### config.mk
export PLATFORM = sky130hd
export DESIGN_NAME = ex_mdu
export DESIGN_NICKNAME = d
export VERILOG_FILES = /design/src/rtl/mdu_pkg.sv /design/src/rtl/mdu_iter_core.sv /design/src/rtl/ex_mdu.sv
export SDC_FILE = /design/constraint.sdc
export NUM_CORES = 1
export LEC_CHECK = 0
export CORE_MARGIN = 1
export CORE_UTILIZATION = 50
export DETAILED_ROUTE_END_ITERATION = 8
export DONT_BUFFER_PORTS = 1
export HOLD_SLACK_MARGIN = 0.05
export PLACE_DENSITY = 0.73
export SLEW_MARGIN = 15
export SYNTH_ARGS = -nofsm -noshare
export SYNTH_HDL_FRONTEND = slang
export SYNTH_SLANG_ARGS = --single-unit
### constraint.sdc
create_clock -name clk -period 10.3 [get_ports clk]
set_clock_uncertainty 0.15 [all_clocks]
set_input_delay 2.06 -clock clk [delete_from_list [all_inputs] [get_ports clk]]
set_output_delay 2.06 -clock clk [all_outputs]
set_load 0.02 [all_outputs]
### src/rtl/mdu_pkg.sv
`default_nettype none
// +--------------------------------------------------------------------------+
// | mdu_pkg                                                                  |
// | Shared definitions for the EX-stage multiply/divide unit: default        |
// | operand width, MDU opcode values and the sequencer state encoding.       |
// | Revision: 1.0  - initial release                                         |
// +--------------------------------------------------------------------------+
package mdu_pkg;

  // Default operand / HI / LO width. The iteration count equals this width.
  localparam int MDU_W = 32;

  // MDU opcodes as presented by EX. Opcodes 0-3 need the iterative datapath.
  localparam logic [2:0] OP_MULT  = 3'd0;
  localparam logic [2:0] OP_MULTU = 3'd1;
  localparam logic [2:0] OP_DIV   = 3'd2;
  localparam logic [2:0] OP_DIVU  = 3'd3;
  localparam logic [2:0] OP_MTHI  = 3'd4;
  localparam logic [2:0] OP_MTLO  = 3'd5;
  localparam logic [2:0] OP_MFHI  = 3'd6;
  localparam logic [2:0] OP_MFLO  = 3'd7;

  typedef enum logic [1:0] {
    S_IDLE = 2'd0,
    S_BUSY = 2'd1,
    S_DONE = 2'd2
  } mdu_state_e;

endpackage
`default_nettype wire

### src/rtl/mdu_iter_core.sv
`default_nettype none
// +--------------------------------------------------------------------------+
// | mdu_iter_core                                                            |
// | Shared one-bit-per-cycle datapath with a 2W-bit accumulator:             |
// |   multiply - shift-add, multiplier in acc low half, product grows from   |
// |              the top while the multiplier shifts out of the bottom.      |
// |   divide   - restoring, dividend in acc low half, remainder builds in    |
// |              the high half, quotient bits shift into the low half.       |
// | Operates on unsigned magnitudes only; sign handling is done by the       |
// | caller.                                                                  |
// | Ports:                                                                   |
// |   clk, rst    clock, synchronous active-high reset                       |
// |   load_i      capture operands and mode, clear accumulator high half     |
// |   step_i      perform one iteration                                      |
// |   div_i       mode captured on load: 1 divide, 0 multiply                |
// |   acc_lo_i    multiplier (mul) / dividend (div) magnitude                |
// |   oper_i      multiplicand (mul) / divisor (div) magnitude               |
// |   acc_nxt_o   accumulator value after the current iteration             |
// | Revision: 1.0  - initial release                                         |
// +--------------------------------------------------------------------------+
module mdu_iter_core
  import mdu_pkg::*;
#(
  parameter int W = MDU_W
) (
  input  logic           clk,
  input  logic           rst,
  input  logic           load_i,
  input  logic           step_i,
  input  logic           div_i,
  input  logic [W-1:0]   acc_lo_i,
  input  logic [W-1:0]   oper_i,
  output logic [2*W-1:0] acc_nxt_o
);

  logic [2*W-1:0] acc_q;
  logic [W-1:0]   oper_q;
  logic           div_q;

  logic [W:0]     sum;
  logic [W:0]     rem_sh;
  logic [W:0]     diff;

  always_comb begin
    // Multiply: add multiplicand into the high half, keep the carry.
    sum    = {1'b0, acc_q[2*W-1:W]} + {1'b0, oper_q};
    // Divide: partial remainder shifted left with the next dividend bit.
    rem_sh = {acc_q[2*W-1:W], acc_q[W-1]};
    // Bit W set means the trial subtraction borrowed (remainder < divisor).
    diff   = rem_sh - {1'b0, oper_q};
    acc_nxt_o = acc_q;
    if (div_q) begin
      if (!diff[W]) acc_nxt_o = {diff[W-1:0],   acc_q[W-2:0], 1'b1};
      else          acc_nxt_o = {rem_sh[W-1:0], acc_q[W-2:0], 1'b0};
    end else begin
      if (acc_q[0]) acc_nxt_o = {sum, acc_q[W-1:1]};
      else          acc_nxt_o = {1'b0, acc_q[2*W-1:1]};
    end
  end

  always_ff @(posedge clk) begin
    if (rst) begin
      acc_q  <= '0;
      oper_q <= '0;
      div_q  <= 1'b0;
    end else if (load_i) begin
      acc_q  <= {{W{1'b0}}, acc_lo_i};
      oper_q <= oper_i;
      div_q  <= div_i;
    end else if (step_i) begin
      acc_q  <= acc_nxt_o;
    end
  end

endmodule
`default_nettype wire

### src/rtl/ex_mdu.sv
`default_nettype none
// +--------------------------------------------------------------------------+
// | ex_mdu                                                                   |
// | EX-stage multiply/divide unit. Owns the architectural HI/LO registers,   |
// | runs MULT/MULTU/DIV/DIVU over W cycles while requesting a pipeline       |
// | stall, commits MTHI/MTLO immediately and supplies MFHI/MFLO data.        |
// | Ports:                                                                   |
// |   clk, rst    clock, synchronous active-high reset                       |
// |   op_valid    EX holds a valid MDU instruction                           |
// |   op          MDU opcode (see mdu_pkg)                                   |
// |   src_a       rs value: multiplicand / dividend / MT source              |
// |   src_b       rt value: multiplier / divisor                             |
// |   stallreq    hold IF..EX                                                |
// |   rdata       HI (MFHI) or LO (MFLO), else 0                             |
// |   hi, lo      current HI / LO contents                                   |
// |   done        one-cycle pulse when a mul/div result commits              |
// | Revision: 1.0  - initial release                                         |
// +--------------------------------------------------------------------------+
module ex_mdu
  import mdu_pkg::*;
#(
  parameter int W = MDU_W
) (
  input  logic         clk,
  input  logic         rst,
  input  logic         op_valid,
  input  logic [2:0]   op,
  input  logic [W-1:0] src_a,
  input  logic [W-1:0] src_b,
  output logic         stallreq,
  output logic [W-1:0] rdata,
  output logic [W-1:0] hi,
  output logic [W-1:0] lo,
  output logic         done
);

  localparam int CW = $clog2(W);

  mdu_state_e     state_q;
  logic [CW-1:0]  count_q;
  logic [W-1:0]   hi_q, lo_q, a_raw_q;
  logic           div_q, dz_q, neg_q, rneg_q, done_q;

  logic           accept, is_signed, is_div, a_neg, b_neg, last_iter;
  logic [W-1:0]   a_mag, b_mag, hi_d, lo_d, quo, rem;
  logic [2*W-1:0] acc_nxt, prod;

  // op[2]==0 selects the iterative ops; op[0]==0 selects the signed flavour.
  assign accept    = (state_q == S_IDLE) && op_valid && !op[2];
  assign is_signed = !op[0];
  assign is_div    = op[1];
  assign a_neg     = is_signed && src_a[W-1];
  assign b_neg     = is_signed && src_b[W-1];
  assign a_mag     = a_neg ? -src_a : src_a;
  assign b_mag     = b_neg ? -src_b : src_b;
  assign last_iter = (state_q == S_BUSY) && (count_q == CW'(W-1));

  mdu_iter_core #(.W(W)) u_core (
    .clk       (clk),
    .rst       (rst),
    .load_i    (accept),
    .step_i    ((state_q == S_BUSY) && !dz_q),
    .div_i     (is_div),
    .acc_lo_i  (is_div ? a_mag : b_mag),
    .oper_i    (is_div ? b_mag : a_mag),
    .acc_nxt_o (acc_nxt)
  );

  // Sign fix-up on the final iteration's result, committed at the same edge.
  always_comb begin
    prod = neg_q ? -acc_nxt : acc_nxt;
    quo  = acc_nxt[W-1:0];
    rem  = acc_nxt[2*W-1:W];
    hi_d = prod[2*W-1:W];
    lo_d = prod[W-1:0];
    if (div_q) begin
      if (dz_q) begin
        hi_d = a_raw_q;
        lo_d = '1;
      end else begin
        hi_d = rneg_q ? -rem : rem;
        lo_d = neg_q  ? -quo : quo;
      end
    end
  end

  always_ff @(posedge clk) begin
    if (rst) begin
      state_q <= S_IDLE;
      count_q <= '0;
      hi_q    <= '0;
      lo_q    <= '0;
      a_raw_q <= '0;
      div_q   <= 1'b0;
      dz_q    <= 1'b0;
      neg_q   <= 1'b0;
      rneg_q  <= 1'b0;
      done_q  <= 1'b0;
    end else begin
      done_q <= 1'b0;
      case (state_q)
        S_IDLE: begin
          if (accept) begin
            state_q <= S_BUSY;
            // Divide by zero skips straight to the final BUSY cycle.
            count_q <= (is_div && (src_b == '0)) ? CW'(W-1) : '0;
            div_q   <= is_div;
            dz_q    <= is_div && (src_b == '0);
            neg_q   <= a_neg ^ b_neg;
            rneg_q  <= a_neg;
            a_raw_q <= src_a;
          end else if (op_valid && (op == OP_MTHI)) begin
            hi_q <= src_a;
          end else if (op_valid && (op == OP_MTLO)) begin
            lo_q <= src_a;
          end
        end
        S_BUSY: begin
          count_q <= count_q + CW'(1);
          if (last_iter) begin
            hi_q    <= hi_d;
            lo_q    <= lo_d;
            done_q  <= 1'b1;
            state_q <= S_DONE;
          end
        end
        S_DONE:  state_q <= S_IDLE;
        default: state_q <= S_IDLE;
      endcase
    end
  end

  assign stallreq = accept || (state_q == S_BUSY);
  assign rdata    = (op_valid && (op == OP_MFHI)) ? hi_q :
                    (op_valid && (op == OP_MFLO)) ? lo_q : '0;
  assign hi       = hi_q;
  assign lo       = lo_q;
  assign done     = done_q;

endmodule
`default_nettype wire

==> metrics.cfg, run 1 <==
[yosys]
synthArstFlopShare_pct = 0
synth_flop_cell = dfxtp_1
synthesis.nets = 2809
ys_warn_count = 0
synth_edf_count = 0
syn-cell-area_um2 = 18800
yosysUniqueCellTypes = 98
synthCells = 2667
syn_area_per_cell_um2 = 7.06
synth-seq-cells = 205
yosysSeqAreaShare_pct = 21.8

[detailed_routing]
drc = 0
drt_iter0_markers = 2953
routed-via-count = 21550
avgViaCountPerCell = 7.05
wl_per_cell_um = 27.1
first_pass_iters = 6
finalWirelength_mm = 82.8
antenna_left = 0

[global_route]
overflow = 0
grt_pass1_vias = 19762
grt_pass1_wl_mm = 123
antenna_found_initial = 5
use_met3_pct = 10.4
use_met2_pct = 63.9
grt_usage_pct = 41.8
grt.busiest_layer = met2
grt_max_degree = 157
grt_use_met1_pct = 52.7

[clock_tree]
cts_hold_buf = 0
clk_pin_slew_worst_paths_ns = 0.06
htreeDepth = 1
clk_path_buf_depth = 3
cts_buffers = 26
post_cts_resized = 0
cts_tree = yes
post_cts_buffers = 0
cts_num_sinks = 205
insertion_delay_ns = 0.60
root_buffer = clkbuf_16

[sta]
tns_ns = 0
finalCritPeriodShare_pct = 63.0
max_freq_mhz = 154
timing.hold.ws_ns = 0.303
maxSlewViolCount = 0
rsz0062_at_grt = false
setup_violations = 0
hold_viol = 0
tightest_slew_ns = 1.28
relSlewSlack_pct = 14.7
period_minus_slack_ns = 6.49
worst_slack_ns = 3.81

[critical_path]
worstPathArrival_ns = 6.78
crit_type = register to register
crit_chain = inv_1 > ha_1 > nand2_1 > nor4_2 > a221oi_1 > and2_1 > o211a_4 > nor3_1 > a21oi_1 > ha_1 > o21ai_0 > or2_1 > or2_2 > nand2b_1 > o41ai_2 > and2_1 > and4b_1 > nand4_1 > nand2_1 > xnor2_1 > o221ai_1 > o21ai_0
worstPathBufferInverterCount = 1
critical-path-top-delay-family = simple AND/OR/NAND/NOR gates
required_ns = 10.59
slowest_stage = dfxtp_1
cp_max_fo = 24
end_kind = register
slowest_delay_ns = 0.49
setup.worst_path.start_class = register

[placement]
place_inst = 3005
place_congestion = 1.01
dpl_worst_slack_ns = 4.05
dpl_cell_area_um2 = 19000
dp_hpwl_mm = 60.5
port_buffers = 0

[finish]
utilization_pct = 54.3
multiInputGateArea_um2 = 13600
final_cell_area_um2 = 20000
seqCellArea_um2 = 4110
final_cells = 3055
nets = 2671
n_fill_cell = 3575
drive_above_1_share_pct = 6.04
area_growth_pct = 6.33

[floorplan]
fp.dieArea_um2 = 38400
initial_core_util_pct = 51.1
num_io_pins = 168
die_h_um = 196
core_um2 = 36900
die_x_um = 196
rows = 70

[pwr]
ir_worst_vdd_v = 0.000125
powerDensity_nw_per_um2 = 142
power_mw = 2.83
p_leak_nw = 7.17

[flow_run]
maxCapViolations = 0

[min_path]
min_path_type = register to register

[outcome]
status = completed

## state kept, by name (all words and copies together) (netlist names)
name / count
count_q: 5
a_raw_q: 32
state_q: 2
dz_q: 1
hi: 32
neg_q: 1
div_q: 1
u_core.oper_q: 32
u_core.div_q: 1
rneg_q: 1
u_core.acc_q: 64
lo: 32
done: 1
## layer usage
metal	share of wire (%)	vias up
li1	-	9504
met1	38	10159
met2	42	1542
met3	12	337
met4	7.4	8
met5	0.069	-
## cell type report
cell class,instances,area share (%)
Multi-Input combinational cell,2168,68.0
Sequential cell,205,20.5
Clock buffer,35,3.72
Tap cell,504,3.15
Timing Repair Buffer,43,1.61
Inverter,85,1.59
Clock inverter,13,1.35
Antenna cell,2,0.0250
## placed cells by master, fill, tap and decap left out, types with 43 or more instances in the layout
cell type | synthesis | final
mux2i_1 | 50 | 50
a211oi_1 | 49 | 49
buf_4 | 3 | 43
inv_1 | 83 | 83
nand2_1 | 401 | 401
xor2_1 | 73 | 73
nor2_1 | 193 | 192
a21oi_1 | 312 | 312
o211ai_1 | 86 | 86
o21ai_0 | 143 | 143
nor3_1 | 64 | 61
ha_1 | 70 | 70
dfxtp_1 | 205 | 203
xnor2_1 | 93 | 93
## worst min-delay path: cells and delay by family (launching register included)
kind               cells  cell delay [ns]
DFF                    1             0.31
and+or+nand+nor        1             0.05
AOI/OAI and AO/OA      1             0.05
## synthesized netlist by cell type (all sizes together), types with 7 or more instances
library cell / instances / area, um^2
inv: 83 / 312
o31ai: 23 / 178
o2111ai: 7 / 61.3
o21ai: 151 / 756
o311ai: 8 / 70.1
buf: 40 / 200
ha: 70 / 876
o22ai: 11 / 68.8
a311oi: 11 / 96.3
clkbuf: 169 / 634
o211a: 8 / 87.6
a31oi: 28 / 181
a221oi: 11 / 96.3
a22oi: 7 / 52.6
a21oi: 313 / 1570
a211o: 7 / 61.3
or3: 31 / 199
a21o: 35 / 263
nor3: 64 / 320
a22o: 32 / 280
a21boi: 9 / 67.6
nor3b: 9 / 67.6
or4: 7 / 52.6
nor2: 194 / 736
nand4: 30 / 188
mux2: 11 / 124
or2: 16 / 100
a211oi: 49 / 368
xor2: 73 / 639
xnor2: 93 / 815
and2: 18 / 113
o41ai: 17 / 190
o21a: 19 / 144
nand2b: 34 / 213
nand2: 402 / 1510
nor4: 26 / 169
nand3: 38 / 190
o211ai: 87 / 658
o221ai: 37 / 324
dfxtp: 205 / 4100
o31a: 10 / 87.6
and3: 21 / 131
mux2i: 50 / 500
nor2b: 13 / 81.3
## worst paths after layout
check	startpoint	end	slack, ns	cells after the start
max reg2reg	u_core.oper_q[24]	hi[18]	3.81	22
max	u_core.oper_q[24]	hi[18]	3.81	22
min reg2reg	a_raw_q[23]	a_raw_q[23]	0.30	2
min	a_raw_q[23]	a_raw_q[23]	0.30	2
## logic make-up after synthesis
group / share of synthesized area, %
compound gates: 33.1
flops: 21.8
simple gates: 23.1
fa+ha+maj: 4.86
mux: 3.32
xor+xnor: 7.72
buf+inv: 6.13
## power by group
part / internal (mW) / total (mW) / switching (mW)
Sequential: 0.829 / 0.891 / 0.0615
Combinational: 0.280 / 0.845 / 0.565
Clock: 0.684 / 1.10 / 0.415
No activity file was read; power rests on OpenSTA's default activity.
==> inputs of run 2 (changes only) <==
--- a/config.mk
+++ b/config.mk
@@ -10,7 +10,7 @@
 export DETAILED_ROUTE_END_ITERATION = 8
 export DONT_BUFFER_PORTS = 1
 export HOLD_SLACK_MARGIN = 0.05
-export PLACE_DENSITY = 0.73
+export PLACE_DENSITY = 0.76
 export SLEW_MARGIN = 15
 export SYNTH_ARGS = -nofsm -noshare
 export SYNTH_HDL_FRONTEND = slang
==> constraint.sdc (replaced) <==
create_clock -name clk -period 5.78 [get_ports clk]
set_clock_uncertainty 0.15 [all_clocks]
set_input_delay 1.156 -clock clk [delete_from_list [all_inputs] [get_ports clk]]
set_output_delay 1.156 -clock clk [all_outputs]
set_load 0.02 [all_outputs]
==> run 2 against run 1 <==
Compared with the run above:
- first-iteration DRC count fell by 11%
- worst hold slack gained 0.00067 ns
- power is 77% higher
- fmax rose by 17%
- register-to-register slack got worse by 3.6 ns
- critical path type unchanged
==> metrics.cfg, run 2 (same netlist as run 1, synthesis figures left out) <==
[detailed_routing]
first_pass_iters = 6  ; unchanged
avgViaCountPerCell = 6.94  ; -1.7%
wl_per_cell_um = 27.7  ; +2.4%
drt_iter0_markers = 2633  ; -11%
routed-via-count = 21672  ; +0.57%
top_layer = met5
finalWirelength_mm = 86.6  ; +4.7%
antenna_left = 0  ; unchanged
drc = 0  ; unchanged
dr_wl_met2_mm = 36.5  ; +3.9%
routed-wl-met3_mm = 10.6  ; +5.6%
m1WireLength_mm = 32.9  ; +5.0%

[floorplan]
rows = 70  ; unchanged
core_um2 = 36900  ; unchanged
die_h_um = 196  ; unchanged
die_x_um = 196  ; unchanged
num_io_pins = 168  ; unchanged
fp.dieArea_um2 = 38400  ; unchanged
initial_core_util_pct = 51.1  ; unchanged

[global_route]
grt_max_degree = 157  ; unchanged
grt_usage_pct = 44.0  ; +2.2 points
overflow = 0  ; unchanged
antenna_found_initial = 6  ; +1
grt_pass1_vias = 20185  ; +2.1%
grt_pass1_wl_mm = 128  ; +4.2%

[pwr]
p_sw_mw = 1.89  ; +82%
power_frac_comb_pct = 32.9  ; +3.1 points
p_seq_share_pct = 31.3  ; about the same
internal_power_mw = 3.13  ; +75%
ir_worst_vdd_v = 0.000250  ; +100%
p_sw_share_pct = 37.7  ; +0.96 points
powerDensity_nw_per_um2 = 245  ; +73%
power_mw = 5.03  ; +77%
clkPwrFrac_pct = 35.7  ; -3.1 points
p_leak_nw = 7.48  ; +4.4%

[finish]
largest_reg_flops = 64  ; unchanged
nets = 2739  ; +2.5%
final_cell_area_um2 = 20500  ; +2.5%
n_fill_cell = 3581  ; +0.17%
drive_above_1_share_pct = 8.87  ; +2.8 points
multiInputGateArea_um2 = 13700  ; +0.51%
final_cells = 3124  ; +2.3%
final_common_cell = nand2_1
seqCellArea_um2 = 4110  ; unchanged
area_growth_pct = 8.96
regMostFlops = u_core.acc_q
final_cell_mix = 400 x nand2_1, 309 x a21oi_1, 203 x dfxtp_1, 192 x nor2_1, 143 x o21ai_0

[clock_tree]
cts_buffers = 26  ; unchanged
root_buffer = clkbuf_16
clk_pin_slew_worst_paths_ns = 0.07  ; about the same
cts_tree = yes
clk_path_buf_depth = 3  ; unchanged
insertion_delay_ns = 0.58  ; -0.02 ns
htreeDepth = 1  ; unchanged
post_cts_buffers = 0  ; unchanged
cts_num_sinks = 205  ; unchanged
post_cts_resized = 0  ; unchanged
cts_hold_buf = 0  ; unchanged

[critical_path]
regToRegSetupSlack_ns = 0.25  ; -3.57 ns
slowest_delay_ns = 0.44  ; -0.05 ns
required_ns = 6.11  ; -4.48 ns
worstReg2RegEnd = hi[30]
crit_chain = ha_1 > nand4_1 > nor4_4 > a221oi_2 > a21oi_1 > a21o_1 > nor3_1 > a21oi_2 > ha_1 > o21ai_0 > or2_1 > or2_2 > nand2b_1 > o41ai_4 > and2_4 > and4b_2 > nand3_1 > o41ai_2 > xor2_1 > nand3_1 > and3_1
r2r_start = u_core.acc_q[52]
worstPathArrival_ns = 5.86  ; -0.92 ns
endpoint = hi[30]
cp_max_fo = 7  ; -71%
r2r_cells = 21  ; -4.5%
crit_type = register to register
setup.worst_path.start_class = register
end_kind = register
cp-startpoint = u_core.acc_q[52]
slowest_stage = ha_1

[placement]
dpl_cell_area_um2 = 19500  ; +2.6%
place_congestion = 1.02  ; +1.3%
port_buffers = 0  ; unchanged
dp_hpwl_mm = 64.5  ; +6.6%
place_inst = 3072  ; +2.2%

[sta]
max_freq_mhz = 181  ; +17%
period_minus_slack_ns = 5.53  ; -0.955 ns
maxSlewViolCount = 0  ; unchanged
setup_violations = 0  ; unchanged
hold_viol = 0  ; unchanged
finalCritPeriodShare_pct = 95.7  ; +33 points
relSlewSlack_pct = 19.9  ; +5.2 points
tightest_slew_ns = 1.20  ; -0.0821 ns

[flow_run]
maxCapViolations = 0  ; unchanged

[min_path]
min_path_type = register to register

[outcome]
status = completed

run 2: worst min path at each step:
stage / from / to / slack [ns] / depth (start not counted)
after CTS: a_raw_q[3] / a_raw_q[3] / 0.30 / 2
after detailed placement: a_raw_q[23] / a_raw_q[23] / 0.29 / 2
after global routing: a_raw_q[25] / a_raw_q[25] / 0.32 / 2
after floorplan: a_raw_q[0] / a_raw_q[0] / 0.28 / 2
final: a_raw_q[20] / a_raw_q[20] / 0.30 / 2
after global placement: a_raw_q[25] / a_raw_q[25] / 0.28 / 2
run 2: routing by layer:
layer	up-vias	global-route usage, %
met4	4	29.0
met3	324	12.6
met1	10328	54.7
met5	-	0
met2	1388	66.3
li1	9628	-
run 2: worst max-delay path, delay by kind of cell (launching register included):
kind	cells	cell delay [ns]
compound gates	7	1.58
xor+xnor	1	0.19
simple gates	11	2.51
flops	1	0.38
fa+ha+maj	2	0.63
run 2: stage by stage:
| stage | hold WS [ns] | setup slack, ns | utilization, % | setup TNS (ns) |
|---|---|---|---|---|
| 3_5_place_dp | 0.291 | 0.0899 | 52.9 | 0 |
| 2_1_floorplan | 0.281 | 0.176 | - | 0 |
| 6_report | 0.303 | 0.247 | 55.6 | 0 |
| 3_3_place_gp | 0.284 | 0.234 | 52.9 | 0 |
| 5_1_grt | 0.317 | -0.0210 | 55.6 | -0.0210 |
| 4_1_cts | 0.301 | 0.0646 | 55.4 | 0 |
run 2: cell type report:
type | instances | area share (%)
multi-input cells | 2168 | 66.7
flip-flops and latches | 205 | 20.0
repair buffers | 111 | 4.06
clock buffers | 40 | 3.87
well taps | 504 | 3.07
inverters | 85 | 1.56
clock inverters | 8 | 0.653
diodes | 3 | 0.0366
run 2: power by group through the flow:
stage	Clock (mW)	Sequential [mW]	Combinational (mW)
3_3_place_gp	0	1.59	1.56
2_1_floorplan	0	1.57	1.09
4_1_cts	1.79	1.57	1.58
5_1_grt	1.84	1.58	1.75
6_report	1.80	1.57	1.66
3_5_place_dp	0	1.60	1.57
